[config.mk]
export PLATFORM = sky130hd
export DESIGN_NAME = pb_event_decoder
export DESIGN_NICKNAME = d
export VERILOG_FILES = /design/src/rtl/pb_event_pkg.sv /design/src/rtl/pb_cycle_timer.sv /design/src/rtl/pb_event_decoder.sv
export SDC_FILE = /design/constraint.sdc
export NUM_CORES = 1
export LEC_CHECK = 0
export ABC_AREA = 1
export BUFFER_PORTS_ARGS = -buffer_cell sky130_fd_sc_hd__buf_2
export CAP_MARGIN = 20
export CORE_UTILIZATION = 28
export CTS_BUF_LIST = sky130_fd_sc_hd__clkbuf_8
export DETAILED_ROUTE_END_ITERATION = 10
export HOLD_SLACK_MARGIN = 0.1
export MAX_ROUTING_LAYER = met4
export PLACE_DENSITY = 0.4
export REMOVE_ABC_BUFFERS = 1
export SETUP_SLACK_MARGIN = 0.1
export SYNTH_ARGS = -nofsm -noshare
export SYNTH_HDL_FRONTEND = slang
export SYNTH_SLANG_ARGS = --single-unit
export TNS_END_PERCENT = 5
[constraint.sdc]
create_clock -name clk -period 2.2 [get_ports clk]
set_clock_uncertainty 0.1 [all_clocks]
set_input_delay 0.22 -clock clk [delete_from_list [all_inputs] [get_ports clk]]
set_output_delay 0.22 -clock clk [all_outputs]
set_load 0.02 [all_outputs]
[src/rtl/pb_event_pkg.sv]
`default_nettype none
// ============================================================================
//  Module      : pb_event_pkg
//  Description : Shared types and default timing constants for the
//                push-button gesture decoder and its debouncer wrapper.
//  Revision    : 1.0  initial release
// ============================================================================
package pb_event_pkg;

    // Gesture classifier states
    typedef enum logic [2:0] {
        IDLE        = 3'd0,
        HELD        = 3'd1,
        LONG_HELD   = 3'd2,
        WAIT_SECOND = 3'd3,
        SECOND_HELD = 3'd4
    } pb_evt_state_t;

    // Default gesture timing in base-clock cycles (1 s / 0.2 s / 0.5 s at 50 MHz)
    localparam int c_long_cycles_def   = 50_000_000;
    localparam int c_repeat_cycles_def = 10_000_000;
    localparam int c_dclick_cycles_def = 25_000_000;

    // Largest of three cycle limits; sizes the shared gesture timer
    function automatic int pb_max3(input int a, input int b, input int c);
        int m;
        m = (a > b) ? a : b;
        m = (m > c) ? m : c;
        return m;
    endfunction

endpackage : pb_event_pkg
`default_nettype wire

[src/rtl/pb_cycle_timer.sv]
`default_nettype none
// ============================================================================
//  Module      : pb_cycle_timer
//  Description : Free-running cycle counter with synchronous clear and
//                count enable. Clear has priority over enable.
//  Revision    : 1.0  initial release
// ============================================================================
module pb_cycle_timer #(
    parameter int WIDTH = 8
) (
    input  logic             clk,
    input  logic             rst_n,
    input  logic             clear,
    input  logic             enable,
    output logic [WIDTH-1:0] count
);

    logic [WIDTH-1:0] r_count;

    // Count up while enabled; clear returns to zero on the next edge
    always_ff @(posedge clk or negedge rst_n) begin
        if (!rst_n) begin
            r_count <= '0;
        end else if (clear) begin
            r_count <= '0;
        end else if (enable) begin
            r_count <= r_count + 1'b1;
        end
    end

    assign count = r_count;

endmodule : pb_cycle_timer
`default_nettype wire

[src/rtl/pb_event_decoder.sv]
`default_nettype none
// ============================================================================
//  Module      : pb_event_decoder
//  Description : Classifies debounced press/release pulses into short press,
//                long press, auto-repeat and double-click events. All event
//                outputs are registered single-cycle pulses; held is a level.
//  Revision    : 1.0  initial release
// ============================================================================
module pb_event_decoder
    import pb_event_pkg::*;
#(
    parameter int LONG_CYCLES   = c_long_cycles_def,
    parameter int REPEAT_CYCLES = c_repeat_cycles_def,
    parameter int DCLICK_CYCLES = c_dclick_cycles_def
) (
    input  logic clk,
    input  logic rst_n,
    input  logic pressed_pulse,
    input  logic released_pulse,
    output logic short_press,
    output logic long_press,
    output logic repeat_pulse,
    output logic double_click,
    output logic held
);

    // Timer only needs to reach (limit - 1) of the largest limit
    localparam int c_max_cycles = pb_max3(LONG_CYCLES, REPEAT_CYCLES, DCLICK_CYCLES);
    localparam int c_cnt_w      = $clog2(c_max_cycles);

    localparam logic [c_cnt_w-1:0] c_long_last   = c_cnt_w'(LONG_CYCLES - 1);
    localparam logic [c_cnt_w-1:0] c_repeat_last = c_cnt_w'(REPEAT_CYCLES - 1);
    localparam logic [c_cnt_w-1:0] c_dclick_last = c_cnt_w'(DCLICK_CYCLES - 1);

    pb_evt_state_t      r_state;
    pb_evt_state_t      w_next_state;
    logic [c_cnt_w-1:0] w_cnt;
    logic               w_press;
    logic               w_timer_clear;
    logic               w_timer_en;
    logic               w_short;
    logic               w_long;
    logic               w_repeat;
    logic               w_dclick;
    logic               w_next_held;
    logic               r_short;
    logic               r_long;
    logic               r_repeat;
    logic               r_dclick;
    logic               r_held;

    // A simultaneous release overrides the press
    assign w_press = pressed_pulse & ~released_pulse;

    // Timer restarts on every state change and on each auto-repeat;
    // it is parked in IDLE so it can never wrap
    assign w_timer_clear = (w_next_state != r_state) | w_repeat;
    assign w_timer_en    = (r_state != IDLE);

    pb_cycle_timer #(
        .WIDTH (c_cnt_w)
    ) u_timer (
        .clk    (clk),
        .rst_n  (rst_n),
        .clear  (w_timer_clear),
        .enable (w_timer_en),
        .count  (w_cnt)
    );

    // Next-state and event decode
    always_comb begin
        w_next_state = r_state;
        w_short      = 1'b0;
        w_long       = 1'b0;
        w_repeat     = 1'b0;
        w_dclick     = 1'b0;
        case (r_state)
            IDLE: begin
                if (w_press) begin
                    w_next_state = HELD;
                end
            end
            HELD: begin
                if (released_pulse) begin
                    w_next_state = WAIT_SECOND;
                end else if (w_cnt == c_long_last) begin
                    w_next_state = LONG_HELD;
                    w_long       = 1'b1;
                end
            end
            LONG_HELD: begin
                if (released_pulse) begin
                    w_next_state = IDLE;
                end else if (w_cnt == c_repeat_last) begin
                    w_repeat = 1'b1;
                end
            end
            WAIT_SECOND: begin
                if (w_press) begin
                    w_next_state = SECOND_HELD;
                end else if (w_cnt == c_dclick_last) begin
                    w_next_state = IDLE;
                    w_short      = 1'b1;
                end
            end
            SECOND_HELD: begin
                if (released_pulse) begin
                    w_next_state = IDLE;
                    w_dclick     = 1'b1;
                end else if (w_cnt == c_long_last) begin
                    // Hold after a first click becomes a long press; first click dropped
                    w_next_state = LONG_HELD;
                    w_long       = 1'b1;
                end
            end
            default: begin
                w_next_state = IDLE;
            end
        endcase
    end

    assign w_next_held = (w_next_state == HELD) ||
                         (w_next_state == LONG_HELD) ||
                         (w_next_state == SECOND_HELD);

    // State and registered outputs
    always_ff @(posedge clk or negedge rst_n) begin
        if (!rst_n) begin
            r_state  <= IDLE;
            r_short  <= 1'b0;
            r_long   <= 1'b0;
            r_repeat <= 1'b0;
            r_dclick <= 1'b0;
            r_held   <= 1'b0;
        end else begin
            r_state  <= w_next_state;
            r_short  <= w_short;
            r_long   <= w_long;
            r_repeat <= w_repeat;
            r_dclick <= w_dclick;
            r_held   <= w_next_held;
        end
    end

    assign short_press  = r_short;
    assign long_press   = r_long;
    assign repeat_pulse = r_repeat;
    assign double_click = r_dclick;
    assign held         = r_held;

endmodule : pb_event_decoder
`default_nettype wire
== Word-level counts from Yosys, hierarchy flattened ==
Index checks and enable logic that the tools add are counted.

* Flip-flop bits (word level): 34
* Input port bits: 4
* Output and inout bits: 5
* Word-level logic and storage cells: 49

* Add/sub/neg operators: 1
* Equal/unequal tests: 11
* Muxes and demuxes: 21
* Bitwise gates (word level): 3
* Reduce and logical (&&, ||, !) cells: 6

{| class="wikitable"
|+ Operators with widths
! cell !! number
|-
| two-way mux 26 bit || 2
|-
| adder 26 x 1 -> 26 bit (second input constant) || 1
|-
| equality test 26 x 24 -> 1 bit (second input constant) || 1
|-
| equality test 26 x 25 -> 1 bit (second input constant) || 1
|-
| equality test 26 bit (second input constant) || 1
|-
| two-way mux 3 bit || 7
|-
| one-hot mux 3 bit (5 select lines) || 1
|-
| two-way mux 1 bit || 11
|-
| equality test 3 x 2 -> 1 bit (second input constant) || 3
|-
| equality test 3 x 1 -> 1 bit (second input constant) || 2
|-
| equality test 3 bit (second input constant) || 2
|-
| logical NOT 3 bit || 1
|-
| != test 3 bit || 1
|-
| nonzero test 3 bit || 1
|-
| logical OR 1 bit || 2
|-
| nonzero test 2 bit || 1
|-
| OR reduction 2 bit || 1
|-
| bitwise AND 1 bit || 1
|-
| inverter 1 bit || 1
|-
| OR 1 bit || 1
|}

== Longest topological paths before layout ==
* Depth in word-level cells: 7
* Depth in mapped cells: 14
* Mapped depth without buffers: 13

== Cells and area by module ==
A second synthesis with hierarchy kept.

* Cell total of the unflattened synthesis: 359
* Area, all modules: 2328.5 um^2

{| class="wikitable"
|+ Modules (own cells, without submodules)
! module !! instances !! cells an instance !! area an instance (um^2) !! sequential area each (um^2)
|-
| pb_cycle_timer || 1 || 225 || 1570.3 || 650.6
|-
| pb_event_decoder || 1 || 134 || 758.2 || 200.2
|}

== Worst setup path before layout ==
No wires, ideal clock.

* Kind: reg2reg
* From: register u_timer.r_count[0] (netlist: u_timer.count[0])
* To: register u_timer.r_count[5] (netlist: u_timer.count[5])
* Setup time: 0.124 ns
* Data arrival time: 1.656 ns
* Required time: 1.976 ns
* Slack: 0.320 ns
* Stages on the path, launching flop included: 14
* Path buffers: 1
* Clock period less this slack: 1.880 ns
* Cells stage by stage: dfrtp_1 > ha_1 > nand3_1 > inv_1 > nand2_2 > nor2_1 > nand2_1 > nand2_1 > nand2_1 > nand2_2 > nand2_2 > a21oi_4 > buf_12 > nor3_2

* Cells in the longest elaborated chain, start to end: 7
* Elaborated cells between the ends (all ways): 18
* Those cells by class: 1 x add/sub; 4 x eq/ne; 11 x mux; 1 x bitwise; 1 x reduce/logical

{| class="wikitable"
|+ Ends and longest elaborated chain
! element !! line !! RTL
|-
| start, declared || pb_cycle_timer.sv:18 || <nowiki>logic [WIDTH-1:0] r_count;</nowiki>
|-
| start signal, assigned || pb_cycle_timer.sv:27 || <nowiki>r_count <= r_count + 1'b1;</nowiki>
|-
| equality test 26 bit / equality test 26 x 25 -> 1 bit (equally long branches) || pb_event_decoder.sv:86, pb_event_decoder.sv:110, pb_event_decoder.sv:101 ||
|-
| two-way mux 3 bit (on tied branches) || pb_event_decoder.sv:86, pb_event_decoder.sv:110, pb_event_decoder.sv:101 ||
|-
| two-way mux 3 bit (on tied branches) || pb_event_decoder.sv:107, pb_event_decoder.sv:84, pb_event_decoder.sv:99 ||
|-
| one-hot mux 3 bit (5 select lines) || pb_event_decoder.sv:77 || <nowiki>case (r_state)</nowiki>
|-
| != test 3 bit || pb_event_decoder.sv:57 || <nowiki>assign w_timer_clear = (w_next_state != r_state) | w_repeat;</nowiki>
|-
| OR 1 bit || pb_event_decoder.sv:57 ||
|-
| two-way mux 26 bit / nonzero test 2 bit (equally long branches) || - ||
|}

Several ways; a longest one is shown, not always the timed one. The select of a mux whose other input is x is not followed.
A chain may end at the register's enable or synchronous reset.

== Final worst setup path ==
* From: register u_timer.r_count[1] (netlist: u_timer.count[1])
* To: register u_timer.r_count[6] (netlist: u_timer.count[6])

* Cells in the longest elaborated chain, start to end: 7
* Elaborated cells between the ends (all ways): 18
* Those cells by class: 1 x add/sub; 4 x eq/ne; 11 x mux; 1 x bitwise; 1 x reduce/logical

{| class="wikitable"
|+ Ends and longest elaborated chain
! element !! line !! RTL
|-
| equality test 26 bit / equality test 26 x 25 -> 1 bit (equally long branches) || pb_event_decoder.sv:86, pb_event_decoder.sv:110, pb_event_decoder.sv:101 ||
|-
| two-way mux 3 bit (on tied branches) || pb_event_decoder.sv:86, pb_event_decoder.sv:110, pb_event_decoder.sv:101 ||
|-
| two-way mux 3 bit (on tied branches) || pb_event_decoder.sv:107, pb_event_decoder.sv:84, pb_event_decoder.sv:99 ||
|-
| one-hot mux 3 bit (5 select lines) * || pb_event_decoder.sv:77 ||
|-
| via w_next_state[1] || pb_event_decoder.sv:36 || <nowiki>pb_evt_state_t w_next_state;</nowiki>
|-
| != test 3 bit * || pb_event_decoder.sv:57 ||
|-
| OR 1 bit * || pb_event_decoder.sv:57 ||
|-
| two-way mux 26 bit / nonzero test 2 bit (equally long branches) || - ||
|}

The timed path passes the listed nets; every way through them passes the cells marked *. The select of a mux whose other input is x is not followed.

==> out/metrics.yaml <==
pwr:
  p_sw_mw: 1.15
  switching_share: 0.420
  p_per_area_nw_per_um2: 951
  internal-power_mw: 1.60
  p_clk_frac: 0.181
  vdd_ir_drop_max_mv: 0.316
  p_seq_frac: 0.258
  p_comb_frac: 0.561
  p_leak_nw: 1.19
hold_path:
  hold_path.class: "in2reg"
  hold_start: "pressed_pulse"
yosys:
  ys_seq_elements: 34
  syn-instance-count: 291
  ys_warn_count: 0
  synthDistinctLibCells: 27
  synth_top_area_frac: 0.371
  ys_top_cells_by_area: "dfrtp_1 (37%), nand2_1 (9.5%), nor3_2 (8.7%)"
  syn_area_um2: 2300
  seq_area_frac_synth: 0.371
  synth.avg_cell_area_um2: 7.89
  synth_top_cell_by_area: "dfrtp_1"
sta:
  tightest_slew_ns: 0.787
  tns_ns: 0
  hold_viol_final: 0
  max_slew_margin: 0.476
  report.final.setup_viol: 0
  fin_crit_sh: 0.935
  fin_crit_ns: 2.06
  rsz0062_at_grt: "true"
  clock.fmax_ghz: 0.486
  setup_slack_ns: 0.143
  drv_slew: 0
detailed_routing:
  vias_per_cell: 4.56
  wirelength_um: 6060
  dr_total_vias: 1921
  wl_per_cell_um: 14.4
  drt-pass1-iter-count: 4
  drtIter0Drc: 83
  drc: 0
  ant_nets: 0
worst_setup_path:
  critPathLaunchType: "flop"
  crit_arrival_ns: 2.18
  startpoint: "u_timer.count[1]"
  critPathKind: "reg2reg"
  crit_path_end_kind: "flop"
  cp.required_ns: 2.32
  worstPathMaxFanout: 7
  r2r-start: "u_timer.count[1]"
placed_design:
  place_ws_ns: 0.0711
  gp_congestion: 0.815
  port_buffers: 8
  dp_hpwl_um: 3960
  placed_cells: 399
final_layout:
  fillers: 871
  nNetsFinal: 323
  layout-drive-gt1-share: 0.295
  syn_to_final_growth_pct: 25.9
  layout.cells.non_filler: 421
  n_antenna_cell: 0
clocking:
  cts_made_buffers: 5
  cts_num_sinks: 34
  cts_tree: "built"
  clockBufferDepth: 2
  clkTransAtPathRegs_ns: 0.07
  htreeDepth: 2
  clk_latency_ns: 0.29
  root_buffer: "clkbuf_8"
global_routing:
  grt.total_usage: 0.153
  grt_first_pass_wirelength_um: 9710
  gr-total-overflow: 0
  grt_pass1_vias: 1887
  antenna_found_initial: 0
  grt_max_degree: 35
die:
  die_area_um2: 8570
  start_util: 0.293
  std_cell_rows: 32
  ios: 9
  die_y_um: 92.6
  dieWidth_um: 92.6
  core_um2: 7850
job:
  cap_violations: 0
outcome:
  status: "finished clean"
-- cells in the mapped netlist, drive strengths merged --
cell,number
o21bai,1
a21oi,2
nor2,42
dfrtp,34
nor3,40
mux2i,1
xor2,22
buf,10
nor3b,1
nand3,18
inv,37
nand4,8
nand3b,1
nand2,68
xnor2,2
nor4,3
ha,1
-- cells in the final DEF (no fill, tap or decap) --
master         synthesis  final
nand3_2                0      1
buf_12                 2      3
buf_2                  5      8
a21oi_1                1      1
clkinv_2               0      1
nand4_1                8      8
clkbuf_8               0      6
buf_4                  0      9
dlygate4sd3_1          0      2
buf_6                  3      3
nor2_1                40     37
dfrtp_1               34     30
nand3b_1               1      1
nor3_4                 1      6
nand2_4                1      3
inv_1                 34     34
buf_16                 0      2
nand2_1               58     56
o21bai_1               1      1
nor2_4                 0      1
clkbuf_16              0      3
nor3_2                20     22
inv_2                  3      4
nor2_2                 2      4
nor3_1                19     12
dfrtp_2                0      4
nand3_4                1      2
xnor2_1                2      2
nand2_2                9      9
ha_2                   0      1
mux2i_1                1      1
xor2_1                22     22
nor3b_2                0      1
nor4_1                 3      3
nand3_1               17     15
a21oi_4                1      1
-- worst paths after layout --
check | end | slack [ns] | cells past startpoint
setup / recovery | u_timer.count[6] | 0.14 | 13
hold / removal | short_press | 0.18 | 4
setup reg to reg | u_timer.count[6] | 0.14 | 13
hold reg to reg | u_timer.count[5] | 0.52 | 2
max in group asynchronous | u_timer.count[5] | 1.01 | 2
min in group asynchronous | u_timer.count[17] | 0.44 | 2
-- routing by layer --
layer / track usage / share of wire / vias up
met5: - / 0 / -
met4: 0.0469 / 0.013 / 0
met2: 0.236 / 0.47 / 14
met1: 0.204 / 0.49 / 920
li1: - / - / 980
met3: 0.0279 / 0.019 / 7
-- area by class of cell --
type,count,area [um2],share of cell area
clock buffers,6,82.6,0.0286
clock inverters,2,8.76,0.00303
inverters,37,139,0.0480
multi-input cells,210,1330,0.459
flip-flops and latches,34,856,0.296
well taps,102,128,0.0441
repair buffers,30,352,0.122
-- power groups by stage --
stage	registers [mW]	clock network (mW)	logic, mW
after floorplan	0.730	0	0.524
after CTS	0.710	0.510	1.17
final	0.711	0.497	1.54
after global placement	0.725	0	0.954
after detailed placement	0.724	0	0.936
after global routing	0.719	0.531	1.63
-- cells by family after synthesis --
group                      share of synthesized area
DFF                                            0.371
and+or+nand+nor                                0.412
muxes                                        0.00436
xor gates and xnor gates                      0.0916
buffers and inverters                          0.104
adders and majority gates                    0.00545
AOI/OAI and AO/OA                             0.0125
-- registers in the layout, summed over array words and instances, names as in the netlist --
register,cells
u_timer.count,26
long_press,1
double_click,1
short_press,1
held,1
repeat_pulse,1
r_state,3
-- critical path, cell delays in order (launching register included) --
cell and delay (ns):
dfrtp_1 0.38, ha_2 0.22, nand3_4 0.10, buf_6 0.14, nor2_4 0.09, nand3_2 0.08, nand2_2 0.11, nand2_2 0.06
nand2_2 0.10, nand2_4 0.08, nand2_4 0.06, nand3_4 0.14, clkbuf_16 0.22, nor3_2 0.11
-- per-stage QoR --
step	hold slack, ns	power, mW	area [um2]	util
after floorplan	-0.176	1.25	2200	-
after global placement	0.272	1.68	2460	0.314
after detailed placement	0.270	1.66	2460	0.314
after CTS	0.161	2.39	2680	0.341
after global routing	0.202	2.88	2890	0.368
final	0.178	2.75	2890	0.368
-- repair_timing --
item                       CTS  global route
hold buffers                 2             0
resized for setup            2            33
setup endpoints to repair   26            26
gates cloned                 2             3
setup buffers                5             2
hold endpoints to repair    35             0
pin swaps                    0             6
Power figures use the tool's default switching activity.
